<file path="config.mk">
export PLATFORM = sky130hd
export DESIGN_NAME = rf_xfer_ctrl_flat
export DESIGN_NICKNAME = d
export VERILOG_FILES = /design/src/rtl/rf_xfer_ctrl_if.sv /design/src/rtl/rf_xfer_ctrl.sv /design/src/flat_wrapper.sv
export SDC_FILE = /design/constraint.sdc
export NUM_CORES = 1
export LEC_CHECK = 0
export ABC_AREA = 1
export BUFFER_PORTS_ARGS = -buffer_cell sky130_fd_sc_hd__buf_2
export CAP_MARGIN = 30
export CORE_UTILIZATION = 25
export CTS_BUF_LIST = sky130_fd_sc_hd__clkbuf_16
export CTS_CLUSTER_DIAMETER = 60
export CTS_CLUSTER_SIZE = 12
export DETAILED_ROUTE_END_ITERATION = 8
export PLACE_DENSITY = 0.51
export SYNTH_ARGS = -nofsm -noshare
export SYNTH_HDL_FRONTEND = slang
export SYNTH_SLANG_ARGS = --single-unit
</file>
<file path="constraint.sdc">
create_clock -name clk -period 2 [get_ports clk]
set_clock_uncertainty 0.05 [all_clocks]
set_input_delay 0.1 -clock clk [delete_from_list [all_inputs] [get_ports clk]]
set_output_delay 0.1 -clock clk [all_outputs]
set_load 0.005 [all_outputs]
</file>
<file path="src/rtl/rf_xfer_ctrl_if.sv">
// Bundle of command, load-stream, register-file and dump-stream signals for rf_xfer_ctrl.
// master: the side that issues commands, feeds the load stream, owns the register file, sinks the dump stream.
// slave: the transfer controller itself.
interface rf_xfer_ctrl_if #(
    parameter int pw = 4
);
    logic          cmd_load;
    logic          cmd_dump;
    logic [pw-1:0] base_addr;
    logic [pw:0]   count;
    logic          busy;
    logic          done;
    logic [7:0]    s_data;
    logic          s_valid;
    logic          s_ready;
    logic          rf_wr_en;
    logic [pw-1:0] rf_wr_addr;
    logic [7:0]    rf_dat_in;
    logic [pw-1:0] rf_rd_addr;
    logic [7:0]    rf_rd_data;
    logic [7:0]    m_data;
    logic          m_valid;
    logic          m_ready;

    modport master (
        output cmd_load, cmd_dump, base_addr, count,
        output s_data, s_valid, rf_rd_data, m_ready,
        input  busy, done, s_ready, rf_wr_en, rf_wr_addr, rf_dat_in,
        input  rf_rd_addr, m_data, m_valid
    );

    modport slave (
        input  cmd_load, cmd_dump, base_addr, count,
        input  s_data, s_valid, rf_rd_data, m_ready,
        output busy, done, s_ready, rf_wr_en, rf_wr_addr, rf_dat_in,
        output rf_rd_addr, m_data, m_valid
    );
endinterface

</file>
<file path="src/rtl/rf_xfer_ctrl.sv">
// Moves a byte stream into a register file (LOAD) or a register-file range out to a byte stream (DUMP).
// Latency: load writes land on the handshake edge; first dump byte valid two cycles after the command.
// Backpressure: s_ready only in LOAD; dump output register holds m_data/m_valid while m_ready is low.
module rf_xfer_ctrl #(
    parameter int pw = 4
) (
    input  logic          clk,
    input  logic          rst_n,
    rf_xfer_ctrl_if.slave bus
);
    typedef enum logic [1:0] {
        IDLE = 2'd0,
        LOAD = 2'd1,
        DUMP = 2'd2,
        DONE = 2'd3
    } state_t;

    localparam logic [pw:0] DEPTH = {1'b1, {pw{1'b0}}};
    localparam logic [pw:0] ONE   = {{pw{1'b0}}, 1'b1};

    state_t        state_q, state_d;
    logic [pw-1:0] ptr_q, ptr_d;
    logic [pw:0]   rem_q, rem_d;
    logic [pw:0]   cnt_clamped;
    logic [7:0]    m_data_q, m_data_d;
    logic          m_valid_q, m_valid_d;

    // A transfer never covers more than the whole register file.
    assign cnt_clamped = (bus.count > DEPTH) ? DEPTH : bus.count;

    // Stream and register-file side outputs. Load-side strobes are gated by
    // rst_n so a byte presented in the reset cycle is never written.
    assign bus.busy       = (state_q == LOAD) || (state_q == DUMP);
    assign bus.done       = (state_q == DONE);
    assign bus.s_ready    = (state_q == LOAD) && rst_n;
    assign bus.rf_wr_en   = (state_q == LOAD) && bus.s_valid && rst_n;
    assign bus.rf_wr_addr = ptr_q;
    assign bus.rf_dat_in  = bus.s_data;
    assign bus.rf_rd_addr = ptr_q;
    assign bus.m_data     = m_data_q;
    assign bus.m_valid    = m_valid_q;

    // Next-state logic: command capture, pointer/remaining bookkeeping, dump output register.
    always_comb begin
        state_d   = state_q;
        ptr_d     = ptr_q;
        rem_d     = rem_q;
        m_data_d  = m_data_q;
        m_valid_d = m_valid_q;
        case (state_q)
            IDLE: begin
                if (bus.cmd_load || bus.cmd_dump) begin
                    ptr_d = bus.base_addr;
                    rem_d = cnt_clamped;
                    if (cnt_clamped == '0) begin
                        state_d = DONE;
                    end else if (bus.cmd_load) begin
                        state_d = LOAD;
                    end else begin
                        state_d = DUMP;
                    end
                end
            end
            LOAD: begin
                if (bus.s_valid) begin
                    ptr_d = ptr_q + 1'b1;
                    rem_d = rem_q - ONE;
                    if (rem_q == ONE) begin
                        state_d = DONE;
                    end
                end
            end
            DUMP: begin
                // remaining counts bytes still to be read; once it hits zero the
                // only thing left is the final output-register handshake.
                if ((rem_q != '0) && (!m_valid_q || bus.m_ready)) begin
                    m_data_d  = bus.rf_rd_data;
                    m_valid_d = 1'b1;
                    ptr_d     = ptr_q + 1'b1;
                    rem_d     = rem_q - ONE;
                end else if (m_valid_q && bus.m_ready) begin
                    m_valid_d = 1'b0;
                    state_d   = DONE;
                end
            end
            DONE: begin
                state_d = IDLE;
            end
            default: begin
                state_d = IDLE;
            end
        endcase
    end

    // State and datapath registers with synchronous active-low reset.
    always_ff @(posedge clk) begin
        if (!rst_n) begin
            state_q   <= IDLE;
            ptr_q     <= '0;
            rem_q     <= '0;
            m_data_q  <= '0;
            m_valid_q <= 1'b0;
        end else begin
            state_q   <= state_d;
            ptr_q     <= ptr_d;
            rem_q     <= rem_d;
            m_data_q  <= m_data_d;
            m_valid_q <= m_valid_d;
        end
    end
endmodule

</file>
<file path="src/flat_wrapper.sv">
// flat-port wrapper written by rule: the top's interface ports become plain ports
module rf_xfer_ctrl_flat 
#(
    parameter int pw = 4
)
  (clk, rst_n, bus_cmd_load, bus_cmd_dump, bus_base_addr, bus_count, bus_s_data, bus_s_valid, bus_rf_rd_data, bus_m_ready, bus_busy, bus_done, bus_s_ready, bus_rf_wr_en, bus_rf_wr_addr, bus_rf_dat_in, bus_rf_rd_addr, bus_m_data, bus_m_valid);
  rf_xfer_ctrl_if #(.pw(pw)) bus_i ();
  input  logic clk;
  input  logic rst_n;
  input wire logic [$bits(bus_i.cmd_load)-1:0] bus_cmd_load;
  input wire logic [$bits(bus_i.cmd_dump)-1:0] bus_cmd_dump;
  input wire logic [$bits(bus_i.base_addr)-1:0] bus_base_addr;
  input wire logic [$bits(bus_i.count)-1:0] bus_count;
  input wire logic [$bits(bus_i.s_data)-1:0] bus_s_data;
  input wire logic [$bits(bus_i.s_valid)-1:0] bus_s_valid;
  input wire logic [$bits(bus_i.rf_rd_data)-1:0] bus_rf_rd_data;
  input wire logic [$bits(bus_i.m_ready)-1:0] bus_m_ready;
  output wire logic [$bits(bus_i.busy)-1:0] bus_busy;
  output wire logic [$bits(bus_i.done)-1:0] bus_done;
  output wire logic [$bits(bus_i.s_ready)-1:0] bus_s_ready;
  output wire logic [$bits(bus_i.rf_wr_en)-1:0] bus_rf_wr_en;
  output wire logic [$bits(bus_i.rf_wr_addr)-1:0] bus_rf_wr_addr;
  output wire logic [$bits(bus_i.rf_dat_in)-1:0] bus_rf_dat_in;
  output wire logic [$bits(bus_i.rf_rd_addr)-1:0] bus_rf_rd_addr;
  output wire logic [$bits(bus_i.m_data)-1:0] bus_m_data;
  output wire logic [$bits(bus_i.m_valid)-1:0] bus_m_valid;
  assign bus_i.cmd_load = bus_cmd_load;
  assign bus_i.cmd_dump = bus_cmd_dump;
  assign bus_i.base_addr = bus_base_addr;
  assign bus_i.count = bus_count;
  assign bus_i.s_data = bus_s_data;
  assign bus_i.s_valid = bus_s_valid;
  assign bus_i.rf_rd_data = bus_rf_rd_data;
  assign bus_i.m_ready = bus_m_ready;
  assign bus_busy = bus_i.busy;
  assign bus_done = bus_i.done;
  assign bus_s_ready = bus_i.s_ready;
  assign bus_rf_wr_en = bus_i.rf_wr_en;
  assign bus_rf_wr_addr = bus_i.rf_wr_addr;
  assign bus_rf_dat_in = bus_i.rf_dat_in;
  assign bus_rf_rd_addr = bus_i.rf_rd_addr;
  assign bus_m_data = bus_i.m_data;
  assign bus_m_valid = bus_i.m_valid;
  rf_xfer_ctrl #(.pw(pw)) u_core (.clk(clk), .rst_n(rst_n), .bus(bus_i));
endmodule
</file>
==> flow_metrics.tcl, run 1 <==
set metrics [dict create \
    status "completed" \
    cts_setup_buffers 0 \
    synthCells 193 \
    ctsLongestPathBuffers 2 \
    drt-wirelength-per-cell_um 9.37 \
    nFillCells 550 \
    ys_async_sr_fraction_pct 0 \
    wl_um 2730 \
    core_area_um2 4820 \
    layout.nets 264 \
    avgSynthCellArea_um2 6.59 \
    crit_arrival_ps 1840 \
    route.vias.total 1174 \
    routed.top_layer "met4" \
    synth_fa_ha_area_share_pct 7.87 \
    grt_pass1_wl_um 4690 \
    synth_seq_cells 20 \
    dp_cells 287 \
    muxShareOfSynthArea_pct 0 \
    vias_per_cell 4.03 \
    synth.top_cell.area_share_pct 31.5 \
    clkLatencyLatePin_ps 250 \
    period_needed_ps 1750 \
    crit_chain "inv_1, ha_1, inv_2, nand2_1, nor2_1, a21oi_1, nand3_1, nand2_1, nor2_1" \
    start_kind "flop" \
    dpl.hpwl_um 2110 \
    drt-initial-drc-count 38 \
    met3_length_um 123 \
    synth_xor_area_share_pct 0.689 \
    required_ps 2100 \
    criticalPathCategory "reg -> reg" \
    final_area_um2 1560 \
    synth_top_cell_by_area "dfxtp_1" \
    port_buffers 43 \
    synth_top_family_by_area "simple AND/OR/NAND/NOR gates" \
    synth_simple_gate_area_share_pct 30.7 \
    drc 0 \
    grt.total_usage_pct 11.0 \
    drive_above_1_share_pct 25.4 \
    ant_nets 0 \
    rsz0062_at_grt "no" \
    overflow 0 \
    slew_viol_final 0 \
    numClockSinks 20 \
    critPathMaxFanout 10 \
    synth_most_common_cell "nand2_1" \
    clkTransAtPathRegs_ps 60 \
    period_share_pct 87.3 \
    die_y_um 73.3 \
    htreeDepth 1 \
    finalHoldViolations 0 \
    power.density_nw_per_um2 1490 \
    num_rows 25 \
    critPathCaptureType "flop" \
    cap_violations 0 \
    synthTopCellsByCount "nand2_1, nor2_1, inv_1" \
    whs_ps 66.4 \
    setup-tns-final_ps 0 \
    yosysWarnings 0 \
    post-route-util_pct 32.3 \
    drt-met1-wl_um 1360 \
    path_delay_family "adder cells" \
    multi_input_area_um2 648 \
    cts_made_buffers 3 \
    synth_edf_count 0 \
    worstMarginPinSlew_ps 354 \
    max_slew_margin_pct 76.4 \
    dieArea_um2 5370 \
    route.met2.wl_um 1240 \
    area_growth_pct 22.5 \
    leakage_nw 0.831 \
    cts_resized 0 \
    start_util_pct 26.4 \
    ys_seq_area_share_pct 31.5 \
    pin_count 60 \
    syn_nets 232 \
    synth.distinct_cells 23 \
    firstDrtPassIters 4 \
    antenna_found_initial 0 \
    die_w_um 73.3 \
    synth_compound_area_share_pct 11.7 \
    syn-cell-area_um2 1270 \
    placed_area_um2 1450 \
    seq_area_um2 400 \
    vdd_drop_max_uv 542 \
    worstHoldPathType "in -> reg" \
    path_buf_inv 2 \
    gp_congestion 0.771 \
    antennaDiodeCount 0 \
    grt_pass1_vias 1113 \
    tritoncts "done" \
    setup_viol 0 \
    grt_start_max_net_pins 22 \
    clock-root-buffer "clkbuf_16" \
    ys_top_cells_by_area "dfxtp_1, nand2_1, nor2_1, ha_1, buf_4" \
    ctsHoldBuffers 0 \
    cpMaxStageDelayCell "ha_1" \
    instances_no_fill 291 \
    crit_path_max_incr_delay_ps 470 \
    ys.flop_type "dfxtp_1" \
    max_freq_mhz 573 \
]
[cell type report]
class	count	area share (%)
clock buffer	3	4.82
clock inverter	1	1.93
inverter	28	6.75
multi-input combinational	129	41.6
sequential	20	25.7
tap	67	5.38
timing repair buffer	43	13.8
[layer usage]
metal  track usage, %  vias up
li1                 -      649
met3             2.74        2
met5                0        -
met1             13.8      499
met4             2.56        0
met2             18.8       24
[worst paths after layout]
check,endpoint,slack (ps),cells past startpoint,from
setup / recovery,u_core.rem_q[2]$_SDFFE_PN0P_,250,9,u_core.state_q[0]$_SDFFE_PN0P_
hold reg to reg,u_core.bus.m_data[4]$_SDFFE_PN0P_,390,2,u_core.bus.m_data[4]$_SDFFE_PN0P_
hold / removal,u_core.bus.m_data[7]$_SDFFE_PN0P_,70,3,bus_rf_rd_data[7]
setup reg to reg,u_core.rem_q[2]$_SDFFE_PN0P_,250,9,u_core.state_q[0]$_SDFFE_PN0P_
[per-stage QoR]
stage	worst slack [ps]	power (mW)
2_1_floorplan	504	1.55
3_3_place_gp	279	1.81
3_5_place_dp	214	1.80
4_1_cts	198	2.37
5_1_grt	61.3	2.59
6_report	254	2.33
[state kept, by name, indices dropped and copies added, names as in the netlist]
signal / count
u_core.bus.m_data: 8
u_core.bus.rf_rd_addr: 4
u_core.rem_q: 5
u_core.bus.m_valid: 1
u_core.state_q: 2
[placed cells by master, fill, tap and decap left out, drive strengths merged]
master and n:
a21boi 1, or2 2, bufinv 1, xor2 1
clkbuf 3, inv 28, buf 43, o22ai 1
o21ai 16, dfxtp 20, nand2 45, nor2 31
nand3 11, nand4 2, a21oi 11, ha 8
[logic make-up after synthesis]
family | after synthesis
flops | 20
fa+ha+maj | 8
compound gates | 29
buf+inv | 44
simple gates | 91
xor+xnor | 1
[tightest hold or removal path, cell delays in order]
cell and delay (ps):
buf_2 80, o21ai_1 60, a21oi_1 100
[where the power goes]
group / internal (mW) / switching, mW / total, mW
combinational: 0.445 / 0.647 / 1.09
sequential: 0.554 / 0.131 / 0.685
clock: 0.397 / 0.154 / 0.551
Power figures use the tool's default switching activity.
==> run 2, diff against run 1 <==
--- a/config.mk
+++ b/config.mk
@@ -5,7 +5,6 @@
 export SDC_FILE = /design/constraint.sdc
 export NUM_CORES = 1
 export LEC_CHECK = 0
-export ABC_AREA = 1
 export BUFFER_PORTS_ARGS = -buffer_cell sky130_fd_sc_hd__buf_2
 export CAP_MARGIN = 30
 export CORE_UTILIZATION = 25
==> flow_metrics.tcl, run 2 <==
set metrics [dict create \
    status "completed" \
    num_rows 25 \
    cap_violations 0 \
    power.density_nw_per_um2 1650 \
    ff2ff_setup_slack_ps 160 \
    crit_path_max_incr_delay_ps 470 \
    core_area_um2 4850 \
    ctsLongestPathBuffers 2 \
    cts_made_buffers 3 \
    synth_seq_cells 20 \
    htreeDepth 1 \
    rsz0062_at_grt "no" \
    worstMarginPinSlew_ps 515 \
    wl_um 2970 \
    cts_setup_buffers 0 \
    clock-root-buffer "clkbuf_16" \
    synth.top_cell.area_share_pct 31.0 \
    die_w_um 73.9 \
    period_share_pct 92.0 \
    largest_reg_flops 8 \
    ys_async_sr_fraction_pct 0 \
    route.vias.total 1138 \
    ys_top_cells_by_area "dfxtp_1, ha_1, buf_4, mux2i_1, nand2_1" \
    critPathCaptureType "flop" \
    port_buffers 43 \
    dpl.hpwl_um 2310 \
    gp_congestion 0.762 \
    drc 0 \
    yosysWarnings 0 \
    layout.cells.most_common_list "buf_2, dfxtp_1, nand2_1" \
    syn_nets 191 \
    vdd_drop_max_uv 493 \
    synth_top_cell_by_area "dfxtp_1" \
    synthTopCellsByCount "dfxtp_1, nand2_1, buf_4, nor2_1, mux2i_1" \
    synthCells 152 \
    crit_top_cell "nor3_1" \
    synth_edf_count 0 \
    finalHoldViolations 0 \
    syn-cell-area_um2 1290 \
    instances_no_fill 255 \
    crit_chain "ha_1, or4b_4, a211o_1, nor3_1, nor3_1" \
    pin_count 60 \
    leakage_nw 0.789 \
    overflow 0 \
    grt_pass1_wl_um 4940 \
    ys.flop_type "dfxtp_1" \
    synth_most_common_cell "dfxtp_1" \
    ctsHoldBuffers 0 \
    numClockSinks 20 \
    required_ps 2070 \
    synth.distinct_cells 42 \
    area_growth_pct 24.6 \
    critPathMaxFanout 4 \
    clkLatencyLatePin_ps 250 \
    clkTransAtPathRegs_ps 60 \
    dp_cells 251 \
    layout.nets 228 \
    setup_viol 0 \
    tritoncts "done" \
    die_y_um 73.9 \
    start_util_pct 26.7 \
    setup-tns-final_ps 0 \
    drt-initial-drc-count 29 \
    slew_viol_final 0 \
    antennaDiodeCount 0 \
    avgSynthCellArea_um2 8.50 \
    max_slew_margin_pct 65.7 \
    cpMaxStageDelayCell "or4b_4" \
    drive_above_1_share_pct 31.9 \
    firstDrtPassIters 4 \
    max_freq_mhz 544 \
    antenna_found_initial 0 \
    vias_per_cell 4.46 \
    ys_seq_area_share_pct 31.0 \
    period_needed_ps 1840 \
    final_common_cell "buf_2" \
    grt_start_max_net_pins 17 \
    nFillCells 529 \
    dieArea_um2 5460 \
    start_kind "flop" \
    grt_pass1_vias 1101 \
    grt.total_usage_pct 11.7 \
    criticalPathCategory "reg -> reg" \
    worstHoldPathType "in -> reg" \
    ant_nets 0 \
    crit_arrival_ps 1910 \
    drt-wirelength-per-cell_um 11.6 \
]
-- run 2: area by class of cell --
cell class	instances	area, um^2	area share, %
clock buffer	3	75.1	4.66
multi-input combinational	108	748	46.5
sequential	20	400	24.9
inverter	7	26.3	1.63
tap	67	83.8	5.21
clock inverter	1	3.75	0.233
timing repair buffer	49	273	16.9
-- run 2: timing repair --
| item | in CTS | in global routing |
|---|---|---|
| endpoints found under the setup margin | 0 | 1 |
| resized for setup | 0 | 1 |
| endpoints found under the hold margin | 0 | 0 |
-- run 2: power breakdown --
| part | total (mW) | internal, mW | switching, mW |
|---|---|---|---|
| Clock | 0.411 | 0.266 | 0.145 |
| Combinational | 1.56 | 0.769 | 0.786 |
| Sequential | 0.684 | 0.545 | 0.139 |
| Total | 2.65 | 1.58 | 1.07 |
-- run 2: kinds of logic after synthesis --
family                     after synthesis  share of synthesized area [%]
and+or+nand+nor                         55                           22.7
AOI/OAI and AO/OA                       35                           19.7
buffers and inverters                   24                           11.3
xor gates and xnor gates                 1                          0.678
muxes                                    9                           6.97
DFF                                     20                           31.0
adders and majority gates                8                           7.74
-- run 2: per-layer routing --
layer	part of all wire, %	up-vias	wire (um)	GRT usage [%]
li1	-	602	-	-
met1	49	509	1450	15.7
met2	46	23	1370	18.4
met3	3.9	4	116	2.33
met4	1.1	0	32	4.49
met5	0	-	0	0
-- run 2: metrics by stage --
step                hold slack [ps]  util (%)  total power [mW]  area [um^2]  worst slack [ps]
detailed placement              150      31.5              2.26         1530               155
global route                   43.6      33.2              2.91         1610              21.3
global placement                150      31.5              2.27         1530               142
floorplan                       194         -              1.84         1290               273
CTS                            34.6      33.2              2.69         1610               146
finish                         32.4      33.2              2.65         1610               161
-- run 2: final timing paths --
| path | startpoint | endpoint | cells after the start |
|---|---|---|---|
| worst max-delay path | u_core.rem_q[0]$_SDFFE_PN0P_ | u_core.state_q[1]$_SDFFE_PN0P_ | 5 |
| worst min-delay path | bus_rf_rd_data[0] | u_core.bus.m_data[0]$_SDFFE_PN0P_ | 3 |
| worst max register to register | u_core.rem_q[0]$_SDFFE_PN0P_ | u_core.state_q[1]$_SDFFE_PN0P_ | 5 |
| worst min register to register | u_core.bus.m_data[0]$_SDFFE_PN0P_ | u_core.bus.m_data[0]$_SDFFE_PN0P_ | 2 |
-- run 2: critical path: cells and delay by family, from the launching register on --
kind                       cells  cell delay, ps
and+or+nand+nor                3             760
AOI/OAI and AO/OA              1             330
DFF                            1             380
adders and majority gates      1             180
